File: config.mk
export PLATFORM = sky130hd
export DESIGN_NAME = db_arbiter_flat
export DESIGN_NICKNAME = d
export VERILOG_FILES = /design/src/rtl/db_arbiter_if.sv /design/src/rtl/db_arbiter.sv /design/src/flat_wrapper.sv
export SDC_FILE = /design/constraint.sdc
export NUM_CORES = 1
export LEC_CHECK = 0
export CAP_MARGIN = 15
export CORE_ASPECT_RATIO = 1.2
export CORE_MARGIN = 4
export CORE_UTILIZATION = 41
export CTS_CLUSTER_SIZE = 24
export DETAILED_ROUTE_END_ITERATION = 8
export PLACE_DENSITY = 0.82
export SLEW_MARGIN = 5
export SYNTH_ARGS = -nofsm -noshare
export SYNTH_HDL_FRONTEND = slang
export SYNTH_SLANG_ARGS = --single-unit
File: constraint.sdc
create_clock -name clk -period 1.94 [get_ports clk]
set_input_delay 0.388 -clock clk [delete_from_list [all_inputs] [get_ports clk]]
set_output_delay 0.388 -clock clk [all_outputs]
set_load 0.02 [all_outputs]
File: src/rtl/db_arbiter_if.sv
// db_arbiter_if: peripheral DMA ports and CPU data-break signals of the arbiter
interface db_arbiter_if #(
  parameter int NREQ = 2
);
  logic [4:0]         state;
  logic               break_in_prog;
  logic [NREQ-1:0]    req;
  logic [NREQ-1:0]    rd_mem;
  logic [15*NREQ-1:0] addr;
  logic [12*NREQ-1:0] wdata;
  logic [NREQ-1:0]    grant;
  logic [NREQ-1:0]    done;
  logic [NREQ-1:0]    err;
  logic [11:0]        rdata;
  logic               data_break;
  logic               to_disk;
  logic [14:0]        dmaAddr;
  logic [11:0]        dmaDOUT;
  logic [11:0]        dmaDIN;
  modport slave (
    input  state, break_in_prog, req, rd_mem, addr, wdata, dmaDIN,
    output grant, done, err, rdata, data_break, to_disk, dmaAddr, dmaDOUT
  );
  modport master (
    output state, break_in_prog, req, rd_mem, addr, wdata, dmaDIN,
    input  grant, done, err, rdata, data_break, to_disk, dmaAddr, dmaDOUT
  );
endinterface

File: src/rtl/db_arbiter.sv
// db_arbiter: round-robin sharing of the CPU data-break channel among NREQ DMA masters
module db_arbiter #(
  parameter int         NREQ     = 2,
  parameter logic [4:0] DB1_CODE = 5'd0,
  parameter logic [4:0] DB2_CODE = 5'd1,
  parameter int         TIMEOUT  = 1023
) (
  input logic         clk,
  input logic         reset,
  input logic         clear,
  db_arbiter_if.slave bus
);
  localparam int IW = NREQ > 1 ? $clog2(NREQ) : 1;
  typedef enum logic [1:0] {IDLE, ARB, REQ, XFER} state_t;
  state_t cur, nxt;
  logic [IW-1:0] ptr, owner, sel, owner_inc;
  logic [NREQ-1:0] rot, grant, done, err;
  logic [9:0] cnt;
  logic [14:0] dma_addr;
  logic [11:0] dma_dout, rdata;
  logic data_break, to_disk, db1, db2, owner_req, timeout;
  assign db1 = bus.state == DB1_CODE;
  assign db2 = bus.state == DB2_CODE;
  assign owner_req = bus.req[owner];
  assign timeout = cnt == 10'(TIMEOUT - 1);
  assign owner_inc = (owner == IW'(NREQ - 1)) ? '0 : owner + 1'b1;
  assign rot = NREQ'({bus.req, bus.req} >> ptr);
  assign bus.grant = grant;
  assign bus.done = done;
  assign bus.err = err;
  assign bus.rdata = rdata;
  assign bus.data_break = data_break;
  assign bus.to_disk = to_disk;
  assign bus.dmaAddr = dma_addr;
  assign bus.dmaDOUT = dma_dout;
  // first requesting index at or after the pointer, wrapping; lowest offset wins
  always_comb begin
    sel = ptr;
    for (int i = NREQ - 1; i >= 0; i--)
      if (rot[i]) sel = IW'((int'(ptr) + i) % NREQ);
  end
  // next state; DB1 outranks both cancel and timeout while requesting
  always_comb begin
    nxt = cur;
    case (cur)
      IDLE:    nxt = (|bus.req && !bus.break_in_prog) ? ARB : IDLE;
      ARB:     nxt = |bus.req ? REQ : IDLE;
      REQ:     nxt = db1 ? XFER : (!owner_req || timeout) ? IDLE : REQ;
      XFER:    nxt = db2 ? IDLE : XFER;
      default: nxt = IDLE;
    endcase
  end
  // state register; clear aborts any cycle exactly like reset
  always_ff @(posedge clk) begin
    if (reset || clear) cur <= IDLE;
    else cur <= nxt;
  end
  // grant, latched break parameters, timeout counter and owner pulses
  always_ff @(posedge clk) begin
    if (reset || clear) begin
      ptr <= '0;
      owner <= '0;
      grant <= '0;
      done <= '0;
      err <= '0;
      data_break <= 1'b0;
      to_disk <= 1'b0;
      dma_addr <= '0;
      dma_dout <= '0;
      rdata <= '0;
      cnt <= '0;
    end else begin
      done <= '0;
      err <= '0;
      if (cur == ARB && |bus.req) begin
        owner <= sel;
        grant <= NREQ'(1) << sel;
        data_break <= 1'b1;
        to_disk <= bus.rd_mem[sel];
        dma_addr <= 15'(bus.addr >> (15 * sel));
        dma_dout <= 12'(bus.wdata >> (12 * sel));
        cnt <= '0;
      end
      if (cur == REQ) begin
        cnt <= cnt + 1'b1;
        if (db1 || !owner_req || timeout) data_break <= 1'b0;
        if (!db1 && !owner_req) grant <= '0;
        else if (!db1 && timeout) begin
          grant <= '0;
          err[owner] <= 1'b1;
          ptr <= owner_inc;
        end
      end
      if (cur == XFER && db2) begin
        if (to_disk) rdata <= bus.dmaDIN;
        done[owner] <= 1'b1;
        grant <= '0;
        ptr <= owner_inc;
      end
    end
  end
endmodule
File: src/flat_wrapper.sv
// flat-port wrapper written by rule: the top's interface ports become plain ports
module db_arbiter_flat 
#(
  parameter int         NREQ     = 2,
  parameter logic [4:0] DB1_CODE = 5'd0,
  parameter logic [4:0] DB2_CODE = 5'd1,
  parameter int         TIMEOUT  = 1023
)
  (clk, reset, clear, bus_state, bus_break_in_prog, bus_req, bus_rd_mem, bus_addr, bus_wdata, bus_dmaDIN, bus_grant, bus_done, bus_err, bus_rdata, bus_data_break, bus_to_disk, bus_dmaAddr, bus_dmaDOUT);
  db_arbiter_if #(.NREQ(NREQ)) bus_i ();
  input logic clk;
  input logic reset;
  input logic clear;
  input wire logic [$bits(bus_i.state)-1:0] bus_state;
  input wire logic [$bits(bus_i.break_in_prog)-1:0] bus_break_in_prog;
  input wire logic [$bits(bus_i.req)-1:0] bus_req;
  input wire logic [$bits(bus_i.rd_mem)-1:0] bus_rd_mem;
  input wire logic [$bits(bus_i.addr)-1:0] bus_addr;
  input wire logic [$bits(bus_i.wdata)-1:0] bus_wdata;
  input wire logic [$bits(bus_i.dmaDIN)-1:0] bus_dmaDIN;
  output wire logic [$bits(bus_i.grant)-1:0] bus_grant;
  output wire logic [$bits(bus_i.done)-1:0] bus_done;
  output wire logic [$bits(bus_i.err)-1:0] bus_err;
  output wire logic [$bits(bus_i.rdata)-1:0] bus_rdata;
  output wire logic [$bits(bus_i.data_break)-1:0] bus_data_break;
  output wire logic [$bits(bus_i.to_disk)-1:0] bus_to_disk;
  output wire logic [$bits(bus_i.dmaAddr)-1:0] bus_dmaAddr;
  output wire logic [$bits(bus_i.dmaDOUT)-1:0] bus_dmaDOUT;
  assign bus_i.state = bus_state;
  assign bus_i.break_in_prog = bus_break_in_prog;
  assign bus_i.req = bus_req;
  assign bus_i.rd_mem = bus_rd_mem;
  assign bus_i.addr = bus_addr;
  assign bus_i.wdata = bus_wdata;
  assign bus_i.dmaDIN = bus_dmaDIN;
  assign bus_grant = bus_i.grant;
  assign bus_done = bus_i.done;
  assign bus_err = bus_i.err;
  assign bus_rdata = bus_i.rdata;
  assign bus_data_break = bus_i.data_break;
  assign bus_to_disk = bus_i.to_disk;
  assign bus_dmaAddr = bus_i.dmaAddr;
  assign bus_dmaDOUT = bus_i.dmaDOUT;
  db_arbiter #(.NREQ(NREQ), .DB1_CODE(DB1_CODE), .DB2_CODE(DB2_CODE), .TIMEOUT(TIMEOUT)) u_core (.clk(clk), .reset(reset), .clear(clear), .bus(bus_i));
endmodule
# After elaboration in Yosys (flattened, before gate mapping)
# Index checks and enable logic that the tools add are counted.
word_totals:
  ff_bits: 61
  inputBits: 79
  output_inout_bits: 47
  word_cells: 85
classes:
  addsub: 3
  mul: 2
  magnitude_cmp: 3
  eq_ne: 6
  shift: 4
  n_mux: 28
  bitwise_logic: 3
  reduce_logical: 24
ops:
  columns: ["cell", "count"]
  rows:
  - ["30-bit by 5-bit right shift with 15-bit output", 1]
  - ["24-bit by 5-bit right shift with 12-bit output", 1]
  - ["10-bit two-way mux", 2]
  - ["1-bit two-way mux", 16]
  - ["2-bit two-way mux", 8]
  - ["10-bit by 1-bit adder with 10-bit output (second input constant)", 1]
  - ["10-bit equality test (second input constant)", 1]
  - ["2-bit one-hot mux with 4 select lines", 1]
  - ["1-bit logical AND", 6]
  - ["2-bit nonzero test", 3]
  - ["2-bit OR reduction", 3]
  - ["5-bit by 1-bit equality test with 1-bit output (second input constant)", 1]
  - ["5-bit logical NOT", 1]
  - ["4-bit by 1-bit multiplier with 5-bit output (first input constant)", 1]
  - ["2-bit equality test (second input constant)", 2]
  - ["1-bit logical OR", 4]
  - ["1-bit by 2-bit < comparator with 1-bit output (second input constant)", 2]
  - ["4-bit OR reduction", 1]
  - ["4-bit by 1-bit right shift with 2-bit output", 1]
  - ["1-bit logical NOT", 3]
  - ["2-bit by 1-bit multiplier with 3-bit output (first input constant)", 1]
  - ["1-bit NOT", 3]
  - ["3-bit AND reduction", 1]
  - ["1-bit adder (second input constant)", 2]
  - ["7 further kinds", 7]

# Depth between registers and ports, before layout
depth:
  word_depth: 8
  mapped_depth: 6
  mapped_depth_nobuf: 6

# Worst setup path after synthesis
# Ideal clock, no wire load.
synth_path:
  path_type: "register to register"
  start: "register u_core.cnt[0]"
  end: "register u_core.grant[0] (netlist: u_core.bus.grant[0])"
  setup_ps: 73
  arrival_time_ps: 1393
  required_time_ps: 1867
  setup_slack_ps: 474
  path_stages_with_launch: 7
  path_buffers: 0
  period_less_slack_ps: 1466
  path_cell_list: "dfxtp_1 inv_1 ha_1 and3_1 a41oi_1 o311ai_2 nor3b_2"
synth_via:
  elab_chain_cells: 5
synth_rtl:
  columns: ["element", "line_no", "source"]
  rows:
  - ["start: declaration", "db_arbiter.sv:18", "logic [9:0] cnt;"]
  - ["start signal: assignment", "db_arbiter.sv:85", "cnt <= cnt + 1'b1;"]
  - ["10-bit equality test", "db_arbiter.sv:25", "assign timeout = cnt == 10'(TIMEOUT - 1);"]
  - ["1-bit logical AND", "db_arbiter.sv:88", "else if (!db1 && timeout) begin"]
  - ["2-bit two-way mux", "db_arbiter.sv:88", null]
  - ["2-bit two-way mux", "db_arbiter.sv:87", "if (!db1 && !owner_req) grant <= '0;"]
  - ["2-bit two-way mux", "db_arbiter.sv:84", "if (cur == REQ) begin"]
  - ["end signal: assignment", "db_arbiter.sv:77", "grant <= NREQ'(1) << sel;"]
  - ["end: declaration", "db_arbiter.sv:17", "logic [NREQ-1:0] rot, grant, done, err;"]
# Every way passes these cells.
# A chain may end at the register's enable or synchronous reset.

# Final worst setup path
layout_path:
  start: "register u_core.to_disk (netlist: u_core.bus.to_disk)"
  end: "output bus_to_disk"
layout_lines:
  columns: ["element", "line_no", "source"]
  rows:
  - ["start: declaration", "db_arbiter.sv:21", "logic data_break, to_disk, db1, db2, owner_req, timeout;"]
  - ["start signal: assignment", "db_arbiter.sv:79", "to_disk <= bus.rd_mem[sel];"]
  - ["end: declaration", "flat_wrapper.sv:26", "output wire logic [$bits(bus_i.to_disk)-1:0] bus_to_disk;"]
# No word-level cell between the ends.

==> metrics <==
Worst EP arrival 1370 ps; Vias per Instance 5.038; DRT Pass-1 Iters 4; leak pwr 1.605 nW; layout cells sized above 1 0.08717; Distinct cells, synth 39; crit path launch u_core.bus.to_disk; status finished, final reports clean; CP delay by family, top buffers and inverters; critical path startpoint category register; cell area after synthesis 2705 um^2; Critical R2R Launch u_core.cnt[0]; crit path cell chain clkdlybuf4s50_1; clock skew 8.701 ps; gr ovfl total 0; CP max stage cell clkdlybuf4s50_1; setup TNS 0 ps; reg2reg end u_core.bus.grant[0]; vias in the first global route 2506; Clock transition at path regs 60 ps; Critical Path Max Stage Delay 650 ps; Top Ports 126; RSZ-0062 raised after global routing false; Post-Syn Area per Cell 9.593 um^2; setup bufs post-CTS 0; Die Width 82.15 um; r2r setup slk 280 ps; Syn. warnings 0; drt drc 0; P_int 0.002177 W; DR vias 2509; largest net degree at the start of global routing 41; CTS Buf Count 9; CTS tree yes; Final Routed Wirelength 7.108 mm; initial DRC count 99; routability congestion estimate from global placement 0.7971; WS Path Type reg2out; ys async rst share 0; R2R depth 6; Routed Antenna Nets 0; most frequent cells in the layout clkdlybuf4s50_1 (125), dfxtp_1 (61), nor2_1 (53); nets 489; Clk pwr share 0.420; Psw 0.0006063 W; Comb pwr share 0.123; worst vdd ir 0.3615 mV; maximum clock frequency 568.7 MHz; synthesized net count 363; Worst Setup EP bus_to_disk; sequential power share 0.457; PwrDens 648.8 nW/um^2; DR WL/cell 14.27 um; pre-CTS WS -76.61 ps; final worst path period share 0.9065; Num Clock Sinks 61; sequential fraction of the synthesis area 0.4514; CP Depth 1; initial antenna violation count 0; gr usage total 0.1848; Synth Instances 282; EDFF count, synth 0; Final setup viols 0; chip height 96.98 um; Worst slew margin 0.7523; Yosys reg bits 61; area grow syn2layout 58.60%; Clock Tree Root clkbuf_8; sw frac 0.2178; DP HPWL 5.350 mm; worst hold path type reg2reg; Least-Margin Pin Slew 366.7 ps; Max Slew Vio Count 0; latest clock arrival within the worst-skew pair 320 ps; Post-CTS Hold Fix Bufs 0; core area 6406 um^2; Max FO, Critical Path 3; ant diodes 0; H-tree depth 3; Starting Density 0.4223; final number of hold-violating endpoints 0; WP buf/inv 1; post-cts sizing count 0; Crit. End Element output pin; ys flop type dfxtp_1; CTS max path bufs 2; port bufs 125; post-route setup slack 181.5 ps; die footprint 7967 um^2; most common cell after layout, fill and taps aside clkdlybuf4s50_1; # rows 32; first-pass GRT wire length 11.43 mm; Worst EP required 1550 ps; Max-Cap Viols 0; final worst path period need 1759 ps
[worst min-delay path by stage]
stage          cells past startpoint                  end  slack (ps)           startpoint
6_report                           2  u_core.bus.grant[1]         480  u_core.bus.grant[1]
5_1_grt                            2  u_core.bus.grant[1]         500  u_core.bus.grant[1]
4_1_cts                            2  u_core.bus.grant[1]         470  u_core.bus.grant[1]
3_5_place_dp                       2  u_core.bus.grant[1]         450  u_core.bus.grant[1]
3_3_place_gp                       2  u_core.bus.grant[1]         460  u_core.bus.grant[1]
2_1_floorplan                      2           u_core.ptr         440           u_core.ptr
[synthesized netlist by cell type, types with 2 or more instances]
master | count | area share
a211oi_1 | 28 | 0.078
a21oi_1 | 10 | 0.019
a31oi_1 | 4 | 0.0092
and2_1 | 2 | 0.0046
and3_1 | 2 | 0.0046
and4_1 | 2 | 0.0065
buf_2 | 5 | 0.0092
buf_4 | 4 | 0.011
buf_6 | 3 | 0.012
clkbuf_1 | 7 | 0.0097
dfxtp_1 | 61 | 0.45
ha_1 | 2 | 0.0092
inv_1 | 2 | 0.0028
mux2i_1 | 42 | 0.16
nand2_1 | 13 | 0.018
nand2b_1 | 2 | 0.0046
nand3_1 | 6 | 0.011
nand3b_1 | 2 | 0.0055
nor2_1 | 53 | 0.074
nor3_1 | 4 | 0.0074
o211a_1 | 3 | 0.011
o211ai_1 | 2 | 0.0055
o21a_1 | 2 | 0.0055
o21ai_0 | 3 | 0.0055
or2_2 | 3 | 0.0069
or3_1 | 2 | 0.0046
[state kept, by name, summed over array words and instances, names as in the netlist]
name                   cells
u_core.bus.grant           2
u_core.bus.to_disk         1
u_core.bus.dmaAddr        15
u_core.bus.err             2
u_core.owner               1
u_core.bus.rdata          12
u_core.bus.dmaDOUT        12
u_core.ptr                 1
u_core.bus.data_break      1
u_core.cnt                10
u_core.cur                 2
u_core.bus.done            2
[logic make-up (layout without fill, tap and decap cells)]
logic type	count (synthesis)	after routing	synth area share
and+or+nand+nor	99	99	0.1850
DFF	61	61	0.4514
AOI/OAI and AO/OA	55	55	0.1462
muxes	42	42	0.1554
buffers and inverters	21	152	0.04533
adders and majority gates	3	3	0.01341
xor gates and xnor gates	1	1	0.003238
[area by class of cell]
cell class | instances | area (um^2)
flip-flops and latches | 61 | 1221
clock inverters | 3 | 42.54
fillers | 541 | 2116
repair buffers | 134 | 1381
multi-input cells | 200 | 1363
clock buffers | 13 | 168.9
well taps | 85 | 106.4
inverters | 2 | 7.507
[per-stage QoR]
stage / hold WS (ps) / area [um^2] / utilization / cells / power, W
global route: 495.7 / 4290 / 0.6697 / 498 / 0.002898
detailed placement: 453.3 / 4079 / 0.6367 / 482 / 0.001643
CTS: 472.0 / 4290 / 0.6697 / 498 / 0.002822
finish: 478.1 / 4290 / 0.6697 / 498 / 0.002784
floorplan: 443.8 / 2705 / - / 282 / 0.001431
global placement: 456.1 / 4079 / 0.6367 / 482 / 0.001638
[layer usage]
layer	GRT usage	wire, um	vias to the layer above
li1	-	-	1264
met5	0	0	-
met4	0.1023	207	0
met2	0.3161	3555	97
met3	0.05121	563	18
met1	0.1980	2781	1130
[power groups by stage]
stage	Sequential [W]	Clock [W]	Combinational (W)
after floorplan	0.00131	0	0.000121
after global placement	0.00130	0	0.000339
after detailed placement	0.00130	0	0.000343
after CTS	0.00127	0.00120	0.000346
after global routing	0.00127	0.00126	0.000369
final	0.00127	0.00117	0.000343
(Power assumes the default switching activity.)
==> RTL edit 1 (same flow settings) <==
`NREQ` is set to 2 in 3 places; all go to 1.
--- a/src/rtl/db_arbiter_if.sv
+++ b/src/rtl/db_arbiter_if.sv
@@ -1,6 +1,6 @@
 // db_arbiter_if: peripheral DMA ports and CPU data-break signals of the arbiter
 interface db_arbiter_if #(
-  parameter int NREQ = 2
+  parameter int NREQ = 1
 );
   logic [4:0]         state;
   logic               break_in_prog;
--- a/src/rtl/db_arbiter.sv
+++ b/src/rtl/db_arbiter.sv
@@ -1,6 +1,6 @@
 // db_arbiter: round-robin sharing of the CPU data-break channel among NREQ DMA masters
 module db_arbiter #(
-  parameter int         NREQ     = 2,
+  parameter int         NREQ     = 1,
   parameter logic [4:0] DB1_CODE = 5'd0,
   parameter logic [4:0] DB2_CODE = 5'd1,
   parameter int         TIMEOUT  = 1023
--- a/src/flat_wrapper.sv
+++ b/src/flat_wrapper.sv
@@ -1,7 +1,7 @@
 // flat-port wrapper written by rule: the top's interface ports become plain ports
 module db_arbiter_flat 
 #(
-  parameter int         NREQ     = 2,
+  parameter int         NREQ     = 1,
   parameter logic [4:0] DB1_CODE = 5'd0,
   parameter logic [4:0] DB2_CODE = 5'd1,
   parameter int         TIMEOUT  = 1023
Interface: changed (7 resized); port bits go from 126 to 94. The function was not compared with the original's and may differ.
==> RTL edit 1 against the unedited design <==
  * Core utilization is 3.8 points lower
  * Non-clock buffer count is 32 lower
  * Worst setup slack better by 59 ps
  * Final area is 22% lower
  * Synthesized area is 18% lower
  * Sequential cell count is 5 lower
  * Wire length is 23% lower
  * Cell count is 13% lower
  * Critical endpoint unchanged
Power is not compared: it rests on default switching activity, and its combinational part moved more than twofold at a synthesized area within 25%.
==> RTL edit 1: results (changes against the unedited design) <==
Run status
  – Status: completed (unchanged)

Critical path
  – Crit Path Max Fanout: 4 (was 3)
  – Crit Reg-Reg Endpoint: u_core.cnt[8]$_SDFFE_PP0P_ (was u_core.bus.grant[0]$_SDFF_PP0_)
  – R2R depth: 5 (was 6)
  – Critical Path Max Stage Delay: 630 ps (was 650 ps)

Timing
  – Clk_skew: 5.34 ps (was 8.70 ps)
  – Slew HR: 76.2% (was 75.2%)

Layout
  – Fraction of area in registers: 33.7% (was 28.5%)
  – Non-Clock Buffer Count: 102 (was 134)
  – NonClk Buf Share: 30.8% (was 32.2%)
  – Clk tree area frac: 2.82% (was 4.93%)
  – Multi-In Gates: 202 (was 200)
  – Fraction of layout cells with a size suffix above 1: 6.49% (was 8.72%)
  – Multi-input logic portion of the cell area: 30.1% (was 31.8%)

Route
  – Drt initial violations: 61 (was 99)
  – Met3 wire length: 584 um (was 563 um)
  – Final WL: 5.47 mm (was 7.11 mm)
  – Via count: 2155 (was 2509)
  – M1 WL: 2.16 mm (was 2.78 mm)

Global routing
  – Global router's overall resource usage: 17.0% (was 18.5%)
  – First-pass GRT wire length: 8.84 mm (was 11.4 mm)
  – Vias in the first global route: 2050 (was 2506)

Place
  – Placed insts: 424 (was 482)
  – IO Port Bufs: 93 (was 125)
  – HPWL Detailed: 4.11 mm (was 5.35 mm)
  – Global placement routability congestion: 0.783 (was 0.797)

Worst hold path
  – Worst Hold Launch: u_core.bus.dmaDOUT[0]$_SDFFE_PP0P_ (was u_core.bus.grant[1]$_SDFF_PP0_)
  – WHS Endpoint: u_core.bus.dmaDOUT[0]$_SDFFE_PP0P_ (was u_core.bus.grant[1]$_SDFF_PP0_)

Synthesis
  – Register area share after synthesis: 50.7% (was 45.1%)
  – Adder-cell share of the synthesized area: 1.13% (was 1.34%)
  – Post-synthesis register bit count: 56 (was 61)
  – Synth area leaders: dfxtp_1 (51%), nand2_1 (15%), a21oi_1 (11%) (was dfxtp_1 (45%), mux2i_1 (16%), a211oi_1 (7.8%))
  – Synth top cells by count: nand2_1 (90), dfxtp_1 (56), a21oi_1 (48) (was dfxtp_1 (61), nor2_1 (53), mux2i_1 (42))
  – Synth Instances: 277 (was 282)
  – Post-synthesis compound-gate area fraction: 14.4% (was 14.6%)
  – Mux share of post-synthesis cell area: 2.49% (was 15.5%)

Clocking
  – Worst-path clk slew: 90 ps (was 60 ps)
  – H-tree depth: 2 (was 3)
==> RTL edit 1: cell types whose count changed in the layout (fill, tap and decap cells not counted), sizes merged, moves of 4 or more <==
cell           before  now
mux2                0    4
clkdlybuf4s50     125   93
nor2               53   14
nand2              13   90
dfxtp              61   56
clkbuf             13    7
o21ai               3    7
a211oi             28    1
nand3               7    2
a21oi              10   48
mux2i              42    1
==> RTL edit 1: per-layer routing <==
| layer | vias to the layer above | track usage, % |
|---|---|---|
| met2 | 75 | 28.9 |
| met3 | 8 | 6.70 |
| met5 | - | 0 |
| li1 | 1107 | - |
| met1 | 965 | 19.2 |
| met4 | 0 | 5.83 |
==> RTL edit 1: per-stage QoR <==
step	power, uW	TNS, ps	area [um2]	setup slack [ps]	hold slack [ps]
finish	1970	0	3330	240	457
detailed placement	1350	-17.7	3230	-17.7	447
CTS	2000	0	3330	224	459
global placement	1350	0	3230	39.2	441
global route	2060	0	3330	188	474
floorplan	1220	0	2210	556	479
==> RTL edit 2 (same settings) <==
Without the edit above. Encoding of `state_t`: now Gray code (2 bits for 4 states).
--- a/src/rtl/db_arbiter.sv
+++ b/src/rtl/db_arbiter.sv
@@ -11,7 +11,7 @@
   db_arbiter_if.slave bus
 );
   localparam int IW = NREQ > 1 ? $clog2(NREQ) : 1;
-  typedef enum logic [1:0] {IDLE, ARB, REQ, XFER} state_t;
+  typedef enum logic [1:0] {IDLE = 2'b00, ARB = 2'b01, REQ = 2'b11, XFER = 2'b10} state_t;
   state_t cur, nxt;
   logic [IW-1:0] ptr, owner, sel, owner_inc;
   logic [NREQ-1:0] rot, grant, done, err;
Formal check against the unedited RTL: same outputs for any inputs over 10 cycles, from zero or initial values; not proved beyond that.
==> RTL edit 2 against the unedited design <==
  * Clock power is 18% lower
  * Fmax is 2.6% lower
  * Synthesized area decreased by 1.9%
  * Count of clock-buffer cells in the layout is 1 lower
  * Die area shrank 1.8%
  * Worst setup slack worse by 46 ps
  * Power down 6.5%
  * Via count increased by 1.3%
  * Combinational power increased by 7.0%
  * Wire length rose by 0.42%
  * Final area barely moved
  * Sequential cell count did not move
  * Highest routed layer unchanged
==> RTL edit 2: results (changes against the unedited design) <==
Layout
  – Ant diodes: 0 (unchanged)
  – Fraction of layout cells with a size suffix above 1: 9.83% (was 8.72%)
  – Max FFs per register: 15 (unchanged)
  – Layout Nets: 495 (was 489)

Timing
  – Clk_skew: 7.71 ps (was 8.70 ps)
  – Fin. Hold Viols: 0 (unchanged)
  – Slew HR: 69.9% (was 75.2%)
  – Min cycle time layout: 1810 ps (was 1760 ps)

Critical path
  – Critical Path Max Stage Delay: 560 ps (was 650 ps)
  – WP data arrival: 2000 ps (was 1370 ps)
  – Slowest CP cell: or4_4 (was clkdlybuf4s50_1)
  – CP delay by family, top: simple AND/OR/NAND/NOR gates (was buffers and inverters)
  – Crit Path Max Fanout: 6 (was 3)
  – Critical path origin: bus_state[4] (was u_core.bus.to_disk$_SDFFE_PP0N_)
  – Critical Path End: u_core.bus.rdata[4]$_SDFFE_PP0P_ (was bus_to_disk)
  – Crit Reg-Reg Endpoint: u_core.bus.err[0]$_SDFF_PP0_ (was u_core.bus.grant[0]$_SDFF_PP0_)
  – Reg2Reg Setup Slack: 280 ps (about the same)

Pwr
  – Leak pwr: 0.00149 uW (was 0.00160 uW)
  – VDD IR max: 0.347 mV (was 0.362 mV)

Clocking
  – Num CTS Buffers: 9 (unchanged)
  – H-tree depth: 3 (unchanged)
  – Largest buffer count on any clock path: 2 (unchanged)
  – Skew-Pair Late Insertion Delay: 320 ps (about the same)
  – Post-CTS setup buffers: 0 (unchanged)
  – Count of cells resized by post-cts repair: 0 (unchanged)
  – Clock root buffer: clkbuf_8 (unchanged)

Synthesis
  – Syn Nets: 362 (was 363)
  – Synth warn: 0 (unchanged)
  – Synth top cells by count: dfxtp_1 (61), nor2_1 (60), mux2i_1 (42) (was dfxtp_1 (61), nor2_1 (53), mux2i_1 (42))
  – Post-synthesis compound-gate area fraction: 15.5% (was 14.6%)
  – Register area share after synthesis: 46.0% (was 45.1%)
  – Cell variety after synth: 36 (was 39)
  – Xor and xnor fraction of the mapped netlist area: 0% (was 0.324%)
  – Adder-cell share of the synthesized area: 1.32% (was 1.34%)
  – Synth area leaders: dfxtp_1 (46%), mux2i_1 (16%), a211oi_1 (8.5%) (was dfxtp_1 (45%), mux2i_1 (16%), a211oi_1 (7.8%))
  – Mux share of post-synthesis cell area: 15.8% (was 15.5%)

Route
  – WL per Instance: 14.3 um (about the same)
  – DR pass1 iterations: 4 (unchanged)
  – Drt initial violations: 82 (was 99)
  – Via count: 2542 (was 2509)

Place
  – Global placement routability congestion: 0.808 (was 0.797)
  – HPWL Detailed: 5.39 mm (was 5.35 mm)
  – Pre-CTS setup slack: -342 ps (was -76.6 ps)

Run status
  – Status: completed (unchanged)

Global routing
  – First-pass GRT wire length: 11.0 mm (was 11.4 mm)
  – Largest net degree at the start of global routing: 37 (was 41)
  – Global router's overall resource usage: 17.9% (was 18.5%)

Worst hold path
  – HP Class: flip-flop to flip-flop (unchanged)
[RTL edit 2: worst min path at each step]
stage	start	endpoint	slack [ps]	cells after the start
2_1_floorplan	u_core.ptr$_SDFFE_PP0P_	u_core.ptr$_SDFFE_PP0P_	440	2
3_3_place_gp	u_core.ptr$_SDFFE_PP0P_	u_core.ptr$_SDFFE_PP0P_	460	2
3_5_place_dp	u_core.ptr$_SDFFE_PP0P_	u_core.ptr$_SDFFE_PP0P_	470	2
4_1_cts	u_core.ptr$_SDFFE_PP0P_	u_core.ptr$_SDFFE_PP0P_	480	2
5_1_grt	u_core.ptr$_SDFFE_PP0P_	u_core.ptr$_SDFFE_PP0P_	500	2
6_report	u_core.ptr$_SDFFE_PP0P_	u_core.ptr$_SDFFE_PP0P_	480	2
[RTL edit 2: cell families (layout without fill, tap and decap cells)]
| kind of cell | after synthesis | in the layout |
|---|---|---|
| simple gates | 96 | 96 |
| flops | 61 | 61 |
| compound gates | 57 | 57 |
| mux | 42 | 42 |
| buf+inv | 22 | 158 |
| fa+ha+maj | 3 | 3 |
[RTL edit 2: routing by layer]
metal,up-vias,global-route usage [%],wire length (um),part of all wire [%]
met5,-,0,0,0
met4,0,5.21,62,0.87
met3,7,4.78,476,6.7
met2,66,33.2,3750,53
met1,1185,19.5,2850,40
li1,1284,-,-,-
[RTL edit 2: layout make-up]
| type | count | area, um2 |
|---|---|---|
| Clock buffer | 12 | 155 |
| Clock inverter | 2 | 10.0 |
| Fill cell | 480 | 1870 |
| Inverter | 3 | 11.3 |
| Multi-Input combinational cell | 198 | 1330 |
| Sequential cell | 61 | 1220 |
| Tap cell | 82 | 103 |
| Timing Repair Buffer | 141 | 1460 |
[RTL edit 2: metrics by stage]
step / setup TNS [ps] / area (um2) / cells
after floorplan: 0 / 2650 / 281
after global placement: -5630 / 4090 / 484
after detailed placement: -6720 / 4090 / 484
after CTS: 0 / 4260 / 498
after global routing: 0 / 4290 / 499
final: 0 / 4290 / 499
[RTL edit 2: tightest hold or removal path, cell delays in order, from the launching register on]
cell and delay [ps]:
dfxtp_1 320, nand2_1 60, mux2i_1 50
[RTL edit 2: report_power, final]
group,internal (uW),switching (uW)
clock network,515,445
registers,1270,8.40
logic,227,140
total,2010,593
